$ cat src/rtl/siso_shift_reg_param.sv
// rtl/siso_shift_reg_param.sv - multi-mode DEPTH x WIDTH shift register with frame counter
module siso_shift_reg_param #(
  parameter int WIDTH = 1,
  parameter int DEPTH = 4,
  parameter int CW    = $clog2(DEPTH + 1)
) (
  input  logic                   clk,
  input  logic                   rst_n,
  input  logic                   clr,
  input  logic [1:0]             mode,
  input  logic [WIDTH-1:0]       si_r,
  input  logic [WIDTH-1:0]       si_l,
  input  logic [DEPTH*WIDTH-1:0] pdata,
  output logic [WIDTH-1:0]       q_r,
  output logic [WIDTH-1:0]       q_l,
  output logic [DEPTH*WIDTH-1:0] pout,
  output logic [CW-1:0]          cnt,
  output logic                   done
);

  localparam logic [1:0] MODE_HOLD  = 2'b00;
  localparam logic [1:0] MODE_RIGHT = 2'b01;
  localparam logic [1:0] MODE_LEFT  = 2'b10;
  localparam logic [1:0] MODE_LOAD  = 2'b11;

  localparam logic [CW-1:0] CNT_FULL = CW'(DEPTH);
  localparam logic [CW-1:0] CNT_LAST = CW'(DEPTH - 1);

  logic [WIDTH-1:0] stage     [DEPTH];
  logic [WIDTH-1:0] stage_nxt [DEPTH];
  logic [CW-1:0]    cnt_nxt;
  logic             done_nxt;
  logic             shift;

  always_comb begin
    stage_nxt = stage;
    cnt_nxt   = cnt;
    done_nxt  = 1'b0;
    shift     = 1'b0;
    if (clr) begin
      for (int i = 0; i < DEPTH; i++) stage_nxt[i] = '0;
      cnt_nxt = '0;
    end else begin
      case (mode)
        MODE_RIGHT: begin
          shift = 1'b1;
          for (int i = 0; i < DEPTH - 1; i++) stage_nxt[i] = stage[i+1];
          stage_nxt[DEPTH-1] = si_r;
        end
        MODE_LEFT: begin
          shift = 1'b1;
          for (int i = 1; i < DEPTH; i++) stage_nxt[i] = stage[i-1];
          stage_nxt[0] = si_l;
        end
        MODE_LOAD: begin
          for (int i = 0; i < DEPTH; i++) stage_nxt[i] = pdata[i*WIDTH +: WIDTH];
          cnt_nxt = '0;
        end
        MODE_HOLD: ;
        default: ;
      endcase
      // Counter saturates at DEPTH so done fires once per frame, never while parked.
      if (shift && (cnt != CNT_FULL)) begin
        cnt_nxt  = cnt + CW'(1);
        done_nxt = (cnt == CNT_LAST);
      end
    end
  end

  always_ff @(posedge clk or negedge rst_n) begin
    if (!rst_n) begin
      for (int i = 0; i < DEPTH; i++) stage[i] <= '0;
      cnt  <= '0;
      done <= 1'b0;
    end else begin
      for (int i = 0; i < DEPTH; i++) stage[i] <= stage_nxt[i];
      cnt  <= cnt_nxt;
      done <= done_nxt;
    end
  end

  assign q_r = stage[0];
  assign q_l = stage[DEPTH-1];

  for (genvar g = 0; g < DEPTH; g++) begin : g_pout
    assign pout[g*WIDTH +: WIDTH] = stage[g];
  end

endmodule
$ cat config.mk
export PLATFORM = sky130hd
export DESIGN_NAME = siso_shift_reg_param
export DESIGN_NICKNAME = d
export VERILOG_FILES = /design/src/rtl/siso_shift_reg_param.sv
export SDC_FILE = /design/constraint.sdc
export NUM_CORES = 1
export LEC_CHECK = 0
export BUFFER_PORTS_ARGS = -buffer_cell sky130_fd_sc_hd__buf_4
export CAP_MARGIN = 10
export CORE_AREA = 2 2 39 41
export DETAILED_ROUTE_END_ITERATION = 12
export DIE_AREA = 0 0 41 43
export GPL_ROUTABILITY_DRIVEN = 1
export GPL_TIMING_DRIVEN = 0
export PLACE_DENSITY = 0.66
export SYNTH_ARGS = -nofsm -noshare
export SYNTH_HDL_FRONTEND = slang
export SYNTH_SLANG_ARGS = --single-unit
$ cat constraint.sdc
create_clock -name clk -period 1.6 [get_ports clk]
set_clock_uncertainty 0.2 [all_clocks]
set_input_delay 0.08 -clock clk [delete_from_list [all_inputs] [get_ports clk]]
set_output_delay 0.08 -clock clk [all_outputs]
set_load 0.05 [all_outputs]
== Word level (Yosys, flattened, before mapping) ==
Index checks and enable logic that the tools add are counted.
Cells by class
  $add $sub $neg: 1
  multipliers: 0
  divide/modulo/power cells: 0
  order comparisons: 0
  equal/unequal tests: 5
  shift-type cells: 0
  multiplexer cells: 9
  bitwise operators: 0
  reduce and logical (&&, ||, !) cells: 4
Operator list (number)
  case mux 4 bit (3 select lines): 1
  two-way mux 3 bit: 3
  == test 2 bit, second input constant: 2
  two-way mux 1 bit: 4
  two-way mux 4 bit: 1
  nonzero test 4 bit: 1
  adder 3 x 1 -> 3 bit, second input constant: 1
  == test 3 x 2 -> 1 bit, second input constant: 1
  != test 3 bit, second input constant: 1
  nonzero test 3 bit: 1
  == test 2 x 1 -> 1 bit, second input constant: 1
  OR reduction 2 bit: 1
  logical AND 1 bit: 1
Word-level totals
  register bits after elaboration: 8
  latch bits: 0
  memory bits (writable): 0
  ROM bits: 0
  input port bits: 11
  output and inout port bits: 10
  word-level logic and storage cells: 25
  memories: 0

== Logic depth before layout (Yosys ltp) ==
Gate-level depths: netlist of run 1.
  depth in word-level cells: 7
  mapped depth: 5
  mapped depth without buffers: 5

== Worst setup path before layout of run 1 ==
OpenSTA, ideal clock, no wires.
  path type: reg2reg
  start point: register cnt[0]
  end point: register cnt[2]
  setup time: 73 ps
  data arrival time: 1527 ps
  data required time: 1327 ps
  slack: -200 ps
  cell stages (with the launch flop): 6
  path buffers: 0
  period minus slack after synthesis: 1800 ps
  cells stage by stage: dfrtp_1 inv_1 ha_1 a21oi_2 or2b_1 a21oi_2
Between the ends
  longest elaborated chain between the ends: 4
  elaborated cells between the ends (all ways): 6
  classes of those cells: add/sub: 1; eq/ne: 1; mux: 2; reduce/logical: 2
Ends and longest elaborated chain
  from (decl): line 17  | output logic [CW-1:0] cnt,
  from (signal assigned): line 77  | cnt <= cnt_nxt;
  branches (longest 4 deep; another with adder 3 x 1 -> 3 bit)
Parallel ways; which one is timed is not known.
A chain may end at the register's enable or synchronous reset.

== Worst setup path in the final report of run 1 ==
Same ends and word-level chain as after synthesis.

==> results.sh, run 1 <==
export IMPL_final_max_slew_viol_count=0
export IMPL_synth_cells=53
export IMPL_rsz0062_at_grt="false"
export IMPL_cts_tree="done"
export IMPL_htree_levels=1
export IMPL_worstPathArrival_ps=1470
export IMPL_power_density_mw_per_mm2=844
export IMPL_overflow=0
export IMPL_reg2reg_depth=4
export IMPL_finalWirelength_um=1120
export IMPL_endpoint_kind="flop"
export IMPL_critPathMaxStageDelay_ps=420
export IMPL_path_clk_slew_ps=60
export IMPL_synth_compound_area_share_pct=22.9
export IMPL_syn_area_um2=513
export IMPL_slew_headroom_pct=73.7
export IMPL_synth_edf_count=0
export IMPL_syn_nets=69
export IMPL_synth_top_family_by_area="compound AO/OA/AOI/OAI gates"
export IMPL_slowest_stage="dfrtp_2"
export IMPL_fin_crit_sh_pct=92.7
export IMPL_synthArstFlopShare_pct=100
export IMPL_vias=475
export IMPL_diodes=0
export IMPL_synthAdderAreaFrac_pct=12.2
export IMPL_grtUsageTotal_pct=15.2
export IMPL_wl_per_cell_um=11.5
export IMPL_core_area_mm2=0.00138
export IMPL_setup_tns_ps=0
export IMPL_ys_ff_latch=8
export IMPL_io_pins=21
export IMPL_dr_pass1_iters=4
export IMPL_clock_sinks=8
export IMPL_synth_cell_types=17
export IMPL_areaGrowthSynthToFinish_pct=47.8
export IMPL_place_area_um2=682
export IMPL_viasPerCell=4.90
export IMPL_whs_ps=12.1
export IMPL_path_class="flop to flop"
export IMPL_cp_depth=4
export IMPL_initial_utilization_pct=37.1
export IMPL_stdcell_area_um2=758
export IMPL_grt_pass1_vias=424
export IMPL_synthTopCellsByArea="dfrtp_1, ha_1, a211oi_1"
export IMPL_io_buffers=19
export IMPL_drc_errors=0
export IMPL_crit_path_frequent_cell="ha_1"
export IMPL_status="finished clean"
export IMPL_yosys_top_cells_count="dfrtp_1, ha_1"
export IMPL_setup_viol=0
export IMPL_antenna_found_initial=0
export IMPL_clk_latency_ps=260
export IMPL_yosysTopAreaCell="dfrtp_1"
export IMPL_fmaxAchievable_mhz=675
export IMPL_synth_mux_area_share_pct=0
export IMPL_ir_drop_uv=461
export IMPL_fp_row_count=14
export IMPL_tightest_slew_ps=393
export IMPL_clock_path_buffers=2
export IMPL_die_height_um=43
export IMPL_yosys_most_used_dff="dfrtp_1"
export IMPL_drt_initial_drc_count=11
export IMPL_hp_class="input port to flop"
export IMPL_maxCapViolations=0
export IMPL_p_leak_nw=0.367
export IMPL_yosysWarnings=0
export IMPL_numCtsBuffers=3
export IMPL_synth_xor_area_share_pct=0
export IMPL_critPathLaunchType="flop"
export IMPL_critPathTopFamily="adder cells"
export IMPL_die_width_um=41
export IMPL_yosys_area_top_type_share_pct=39.0
export IMPL_cts_repair_resized=0
export IMPL_cp_max_fo=3
export IMPL_synth_most_common_cell="dfrtp_1"
export IMPL_fin_crit_ps=1480
export IMPL_worstPathCellList="ha_1, ha_1, or2b_1, a21oi_2"
export IMPL_final_nets=98
export IMPL_grt_max_degree=11
export IMPL_grt_pass1_wl_um=1800
export IMPL_worstPathRequired_ps=1590
export IMPL_syn_area_per_cell_um2=9.68
export IMPL_cts_root_buf="clkbuf_4"
export IMPL_gp_congestion=0.736
export IMPL_hold_viol_final=0
export IMPL_fin_cells=97
export IMPL_die_area_mm2=0.00176
export IMPL_dp_cells=88
export IMPL_dp_hpwl_um=818
export IMPL_drive_gt1_share_pct=40.7
export IMPL_min_delay_path_depth=3
export IMPL_seq_area_frac_synth_pct=39.0
export IMPL_cp_buffers_inverters=0
export IMPL_synth_simple_area_share_pct=17.8
export IMPL_ant_nets=0
[report_power, final]
group          switching (mW)  total (mW)  leakage (nW)  internal [mW]
clock network          0.0801       0.176        0.0150         0.0962
registers              0.0158       0.235         0.103          0.219
logic                   0.137       0.229         0.249         0.0920
total                   0.233       0.640         0.367          0.407
[final timing paths]
| path | from | end | slack (ps) |
|---|---|---|---|
| max reg2reg | cnt[0]$_DFFE_PN0P_ | cnt[2]$_DFFE_PN0P_ | 120 |
| max in group asynchronous | rst_n | cnt[2]$_DFFE_PN0P_ | 290 |
| min | pdata[0] | q_r$_DFFE_PN0P_ | 10 |
| min reg2reg | cnt[0]$_DFFE_PN0P_ | cnt[0]$_DFFE_PN0P_ | 370 |
| max | cnt[0]$_DFFE_PN0P_ | cnt[2]$_DFFE_PN0P_ | 120 |
| min in group asynchronous | rst_n | done$_DFF_PN0_ | 610 |
[worst register-to-register path: cells and delay by family (launching register included)]
kind            cells  cell delay, ps
compound gates      1             100
flops               1             420
simple gates        1             230
fa+ha+maj           2             460
[cells by family (layout without fill, tap and decap cells)]
group,after synthesis,count (layout)
compound gates,16,16
simple gates,16,16
flops,8,8
buf+inv,8,36
fa+ha+maj,5,5
[area by class of cell]
| class | count | area (um2) |
|---|---|---|
| clock buffer | 4 | 26.3 |
| tap | 16 | 20.0 |
| fill | 134 | 626 |
| buffer | 4 | 26.3 |
| sequential | 8 | 204 |
| timing repair buffer | 24 | 193 |
| multi-input combinational | 37 | 274 |
| inverter | 4 | 15.0 |
[layer usage]
metal	track usage [%]	up-vias	share of wire, %
met5	0	-	0
met4	10.0	0	2.9
met3	3.14	4	4.6
met2	21.9	17	49
met1	19.6	216	44
li1	-	238	-
[per-stage QoR]
| stage | util, % | setup WS, ps | power, mW |
|---|---|---|---|
| 2_1_floorplan | - | 4.56 | 0.387 |
| 3_3_place_gp | 49.3 | 131 | 0.456 |
| 3_5_place_dp | 49.3 | 123 | 0.458 |
| 4_1_cts | 54.8 | 109 | 0.642 |
| 5_1_grt | 54.8 | 18.5 | 0.678 |
| 6_report | 54.8 | 118 | 0.640 |
[placed cells by master (no fill, tap or decap)]
cell / n
nor2_1: 4
a22oi_1: 4
ha_1: 4
buf_4: 22
nand2_1: 2
clkbuf_1: 2
inv_2: 1
and3b_1: 1
nor2b_1: 4
dfrtp_1: 5
or2b_2: 1
o21bai_1: 4
dfrtp_2: 3
or3_1: 3
dlygate4sd3_1: 5
a211oi_1: 4
a21oi_1: 2
clkbuf_4: 3
a21oi_2: 2
or2b_1: 1
inv_1: 3
ha_2: 1
[registers in the layout (all words and copies together) (netlist names)]
signal and cells:
cnt 3, done 1, q_r 1, q_l 1, pout 2
[what timing repair did]
| item | CTS | global route |
|---|---|---|
| hold buffers | 5 | 0 |
| hold endpoints to repair | 11 | 0 |
| buffers inserted | 0 | 0 |
(Power assumes the default switching activity.)
==> run 2: changes to the inputs <==
--- a/config.mk
+++ b/config.mk
@@ -13,6 +13,7 @@
 export GPL_ROUTABILITY_DRIVEN = 1
 export GPL_TIMING_DRIVEN = 0
 export PLACE_DENSITY = 0.66
+export SETUP_SLACK_MARGIN = 0.5
 export SYNTH_ARGS = -nofsm -noshare
 export SYNTH_HDL_FRONTEND = slang
 export SYNTH_SLANG_ARGS = --single-unit
==> results.sh, run 2 (synthesis results as in run 1) <==
export IMPL_cts_tree="done"
export IMPL_critPathLaunchType="flop"
export IMPL_die_width_um=41
export IMPL_worst_slack_ps=128
export IMPL_pre_cts_slack_ps=139
export IMPL_antenna_found_initial=0
export IMPL_final_nets=109
export IMPL_hold_viol_final=0
export IMPL_fillCellCount=109
export IMPL_viasPerCell=5.06
export IMPL_status="finished clean"
export IMPL_ir_drop_uv=347
export IMPL_slowest_stage="dfrtp_2"
export IMPL_fp_row_count=14
export IMPL_overflow=0
export IMPL_drt_initial_drc_count=7
export IMPL_layout_commonest_cell="buf_4"
export IMPL_drive_gt1_share_pct=56.5
export IMPL_fmaxAchievable_mhz=679
export IMPL_grtUsageTotal_pct=17.5
export IMPL_largest_reg_flops=3
export IMPL_fin_crit_sh_pct=92.0
export IMPL_path_class="flop to flop"
export IMPL_diodes=0
export IMPL_grt_pass1_vias=536
export IMPL_clk_latency_ps=250
export IMPL_setup_viol=0
export IMPL_worst_hold_startpoint="pdata[2]"
export IMPL_cp_max_fo=7
export IMPL_initial_utilization_pct=37.1
export IMPL_dp_hpwl_um=829
export IMPL_gp_congestion=0.715
export IMPL_clock_path_buffers=2
export IMPL_fin_crit_ps=1470
export IMPL_power_density_mw_per_mm2=749
export IMPL_finalWirelength_um=1420
export IMPL_path_clk_slew_ps=60
export IMPL_fin_cells=108
export IMPL_setup_tns_ps=0
export IMPL_final_max_slew_viol_count=0
export IMPL_r2r_start="cnt[0]$_DFFE_PN0P_"
export IMPL_cp_startpoint="cnt[0]$_DFFE_PN0P_"
export IMPL_p_leak_nw=0.434
export IMPL_worstPathCellList="inv_2, ha_4, a21oi_4, or2b_1, a21oi_2"
export IMPL_worstPathArrival_ps=1450
export IMPL_io_pins=21
export IMPL_pwr_share_seq_pct=32.9
export IMPL_vias=547
export IMPL_tightest_slew_ps=220
export IMPL_switching_share_pct=35.0
export IMPL_maxCapViolations=0
export IMPL_comb_power_share_pct=43.8
export IMPL_clock_sinks=8
export IMPL_fin_util_pct=70.4
export IMPL_grt_pass1_wl_um=2110
export IMPL_dr_pass1_iters=5
export IMPL_io_buffers=19
export IMPL_dp_cells=88
export IMPL_slew_headroom_pct=85.2
export IMPL_rsz0062_at_grt="true"
export IMPL_hp_class="input port to flop"
export IMPL_die_height_um=43
export IMPL_die_area_mm2=0.00176
export IMPL_largest_register="cnt"
export IMPL_power_switching_uw=255
export IMPL_critPathMaxStageDelay_ps=390
export IMPL_final_cell_mix="buf_4, buf_6, dlygate4sd3_1, dfrtp_2"
export IMPL_clock_power_share_pct=23.3
export IMPL_cts_root_buf="clkbuf_4"
export IMPL_ant_nets=0
export IMPL_grt_max_degree=11
export IMPL_wl_per_cell_um=13.1
export IMPL_endpoint_kind="flop"
export IMPL_drc_errors=0
export IMPL_htree_levels=1
export IMPL_intPower_uw=474
export IMPL_areaGrowthSynthToFinish_pct=90.0
export IMPL_finalPower_uw=730
export IMPL_numCtsBuffers=3
export IMPL_worstPathRequired_ps=1580
export IMPL_core_area_mm2=0.00138
-- run 2: cell count changes in the layout (fill, tap and decap cells not counted), sizes merged --
cell / delta
dlygate4sd3: +3
buf: +8
-- run 2: metal layers --
layer	track usage, %	vias up	part of all wire (%)
met4	8.00	0	2.0
met1	21.3	253	42
li1	-	262	-
met3	1.57	7	5.2
met5	0	-	0
met2	29.1	25	51
-- run 2: cell type report --
| class | instances | area (um2) | area share [%] |
|---|---|---|---|
| Buffer | 4 | 33.8 | 3.47 |
| Tap cell | 16 | 20.0 | 2.05 |
| Multi-Input combinational cell | 37 | 332 | 34.0 |
| Clock buffer | 4 | 26.3 | 2.70 |
| Sequential cell | 8 | 209 | 21.4 |
| Inverter | 4 | 15.0 | 1.54 |
| Timing Repair Buffer | 35 | 339 | 34.8 |
-- run 2: power by group through the flow --
stage	clock network, mW	registers (mW)	logic (mW)
after floorplan	0	0.294	0.113
after global placement	0	0.240	0.237
after detailed placement	0	0.240	0.240
after CTS	0.171	0.238	0.298
after global routing	0.190	0.241	0.338
final	0.170	0.240	0.320
-- run 2: worst paths after layout --
| kind | slack, ps | cells after the start | to |
|---|---|---|---|
| max reg2reg | 130 | 5 | cnt[2]$_DFFE_PN0P_ |
| min in group asynchronous | 540 | 3 | done$_DFF_PN0_ |
| min | 40 | 3 | pout[2]$_DFFE_PN0P_ |
| max | 130 | 5 | cnt[2]$_DFFE_PN0P_ |
| min reg2reg | 430 | 2 | pout[1]$_DFFE_PN0P_ |
| max in group asynchronous | 540 | 3 | pout[2]$_DFFE_PN0P_ |
-- run 2: what timing repair did --
action                                  in CTS  in global routing
pin swaps                                    2                  1
gates resized for setup                     13                  8
endpoints found under the hold margin       11                  0
setup buffers                                5                  3
hold buffers                                 8                  0
endpoints found under the setup margin      14                 24
-- run 2: critical path, delay by kind of cell, from the launching register on --
family,cells,cell delay (ps)
DFF,1,390
AOI/OAI and AO/OA,2,320
adders and majority gates,1,160
buffers and inverters,1,70
and+or+nand+nor,1,260
-- run 2: stage by stage --
stage / instance area (um2) / hold slack (ps)
floorplan: 559 / -416
global placement: 722 / -293
detailed placement: 722 / -294
global route: 975 / 35.1
finish: 975 / 38.9
CTS: 923 / 39.5
==> run 3: changes to the inputs <==
--- a/config.mk
+++ b/config.mk
@@ -5,14 +5,16 @@
 export SDC_FILE = /design/constraint.sdc
 export NUM_CORES = 1
 export LEC_CHECK = 0
+export ABC_AREA = 1
 export BUFFER_PORTS_ARGS = -buffer_cell sky130_fd_sc_hd__buf_4
 export CAP_MARGIN = 10
 export CORE_AREA = 2 2 39 41
+export CTS_BUF_LIST = sky130_fd_sc_hd__clkbuf_4 sky130_fd_sc_hd__clkbuf_8
 export DETAILED_ROUTE_END_ITERATION = 12
 export DIE_AREA = 0 0 41 43
 export GPL_ROUTABILITY_DRIVEN = 1
 export GPL_TIMING_DRIVEN = 0
-export PLACE_DENSITY = 0.66
+export PLACE_DENSITY = 0.7
 export SETUP_SLACK_MARGIN = 0.5
 export SYNTH_ARGS = -nofsm -noshare
 export SYNTH_HDL_FRONTEND = slang
==> results.sh, run 3 <==
export IMPL_intPower_uw=466
export IMPL_synth_compound_area_share_pct=2.90
export IMPL_drt_initial_drc_count=4
export IMPL_io_buffers=20
export IMPL_path_class="flop to flop"
export IMPL_whs_ps=-135
export IMPL_seq_area_frac_synth_pct=35.7
export IMPL_synthAdderAreaFrac_pct=11.2
export IMPL_place_area_um2=769
export IMPL_io_pins=21
export IMPL_yosysTopAreaCell="dfrtp_1"
export IMPL_wl_per_cell_um=12.0
export IMPL_dp_cells=114
export IMPL_htree_levels=1
export IMPL_critPathLaunchType="flop"
export IMPL_initial_utilization_pct=40.5
export IMPL_finalPower_uw=716
export IMPL_clock_path_buffers=2
export IMPL_worstPathRequired_ps=1550
export IMPL_setup_viol=0
export IMPL_cts_tree="done"
export IMPL_clk_latency_ps=260
export IMPL_slew_headroom_pct=80.2
export IMPL_ant_nets=0
export IMPL_ys_ff_latch=8
export IMPL_finalWirelength_um=1560
export IMPL_pwr_share_seq_pct=33.1
export IMPL_synth_cells=78
export IMPL_power_switching_uw=250
export IMPL_vias=594
export IMPL_largest_register="cnt"
export IMPL_synth_cell_types=13
export IMPL_final_cell_mix="nand2_1, buf_6, buf_4, inv_2, nand2_2"
export IMPL_synthTopCellsByArea="dfrtp_1, nand2_1, ha_1"
export IMPL_worst_slack_ps=287
export IMPL_final_max_slew_viol_count=0
export IMPL_switching_share_pct=34.9
export IMPL_numCtsBuffers=3
export IMPL_core_area_mm2=0.00138
export IMPL_status="finished, violations left"
export IMPL_yosysWarnings=0
export IMPL_synth_mux_area_share_pct=0
export IMPL_syn_area_um2=561
export IMPL_dp_hpwl_um=964
export IMPL_synth_top_family_by_area="simple AND/OR/NAND/NOR gates"
export IMPL_rsz0062_at_grt="true"
export IMPL_synth_edf_count=0
export IMPL_hold_viol_final=8
export IMPL_fin_cells=130
export IMPL_power_density_mw_per_mm2=702
export IMPL_drive_gt1_share_pct=64.0
export IMPL_grt_pass1_wl_um=2350
export IMPL_cts_root_buf="clkbuf_4"
export IMPL_die_width_um=41
export IMPL_cp_max_fo=3
export IMPL_drc_errors=0
export IMPL_layout_commonest_cell="nand2_1"
export IMPL_fp_row_count=14
export IMPL_fin_crit_ps=1310
export IMPL_yosys_top_cells_count="nand2_1, dfrtp_1, inv_2"
export IMPL_die_height_um=43
export IMPL_fin_util_pct=73.7
export IMPL_final_nets=131
export IMPL_grt_pass1_vias=579
export IMPL_synth_simple_area_share_pct=37.5
export IMPL_gp_congestion=0.659
export IMPL_viasPerCell=4.57
export IMPL_overflow=0
export IMPL_grtUsageTotal_pct=20.5
export IMPL_clock_sinks=8
export IMPL_violations="negative hold slack"
export IMPL_synth_most_common_cell="nand2_1"
export IMPL_antenna_found_initial=0
export IMPL_die_area_mm2=0.00176
export IMPL_cts_hold_buffers=3
export IMPL_fin_crit_sh_pct=82.1
export IMPL_dr_pass1_iters=4
export IMPL_path_clk_slew_ps=60
export IMPL_yosys_most_used_dff="dfrtp_1"
export IMPL_maxCapViolations=0
export IMPL_comb_power_share_pct=40.7
export IMPL_clock_power_share_pct=26.3
export IMPL_syn_nets=94
export IMPL_diodes=0
export IMPL_grt_max_degree=9
export IMPL_setup_tns_ps=0
export IMPL_hp_class="input port to flop"
export IMPL_synthArstFlopShare_pct=100
export IMPL_ir_drop_uv=638
export IMPL_worstPathArrival_ps=1260
export IMPL_tightest_slew_ps=297
export IMPL_endpoint_kind="flop"
export IMPL_p_leak_nw=0.532
export IMPL_fmaxAchievable_mhz=762
export IMPL_pre_cts_slack_ps=278
export IMPL_yosys_area_top_type_share_pct=35.7
export IMPL_syn_area_per_cell_um2=7.19
export IMPL_areaGrowthSynthToFinish_pct=81.9
export IMPL_fillCellCount=107
export IMPL_stdcell_area_mm2=0.00102
export IMPL_synth_xor_area_share_pct=0
export IMPL_largest_reg_flops=3
[run 3: cell types whose count changed after synthesis, moves of 2 or more]
cell	before	now
o21bai_1	4	0
a22oi_1	4	0
or3_1	3	0
a211oi_1	4	0
inv_2	0	7
a21oi_1	2	0
nor2b_1	4	0
a21oi_2	2	0
nor2_1	4	2
nand2_1	2	43
[run 3: final cells by class]
type                            instances  area, um2  area share, %
Timing Repair Buffer                   32        313           30.7
Clock buffer                            4       30.0           2.94
Tap cell                               16       20.0           1.96
Inverter                               12       45.0           4.42
Buffer                                  3       33.8           3.31
Sequential cell                         8        209           20.5
Multi-Input combinational cell         55        369           36.2
[run 3: repair_timing]
action / 4_1_cts / 5_1_grt
gates resized for setup: 21 / 14
pin swaps: 6 / 8
endpoints found under the setup margin: 13 / 26
hold endpoints to repair: 16 / 6
buffers inserted: 7 / 3
[run 3: routing by layer]
layer  vias to the layer above  track usage, %  part of all wire, %  wire, um
li1                        298               -                    -         -
met1                       274            19.5                   35       550
met2                        20            38.1                   59       915
met3                         2            3.14                  5.1        80
met4                         0            10.0                 0.90        14
met5                         -               0                    0         0
[run 3: final timing paths]
| kind | start | to | slack (ps) | cells past startpoint |
|---|---|---|---|---|
| max | cnt[1]$_DFFE_PN0P_ | cnt[2]$_DFFE_PN0P_ | 290 | 5 |
| min | clr | done$_DFF_PN0_ | -140 | 2 |
| max reg2reg | cnt[1]$_DFFE_PN0P_ | cnt[2]$_DFFE_PN0P_ | 290 | 5 |
| min reg2reg | q_l$_DFFE_PN0P_ | q_l$_DFFE_PN0P_ | 360 | 2 |
| max in group asynchronous | rst_n | cnt[0]$_DFFE_PN0P_ | 1060 | 2 |
| min in group asynchronous | rst_n | pout[1]$_DFFE_PN0P_ | 20 | 2 |
[run 3: logic make-up after synthesis]
| group | count (synthesis) |
|---|---|
| AND/OR/NAND/NOR | 49 |
| buffers and inverters | 15 |
| flip-flops | 8 |
| adder cells (fa/ha/maj) | 5 |
| AO/OA/AOI/OAI | 1 |
[run 3: critical path: stages (launching register included)]
cell	delay [ps]
dfrtp_2	440
ha_4	180
ha_4	250
inv_2	30
nand2_1	60
nand2_1	50
[run 3: power by group through the flow]
stage          logic [mW]  registers [mW]  clock network, mW
2_1_floorplan      0.0909           0.282                  0
3_3_place_gp        0.199           0.238                  0
3_5_place_dp        0.203           0.239                  0
4_1_cts             0.266           0.236              0.191
5_1_grt             0.312           0.238              0.203
6_report            0.291           0.237              0.188
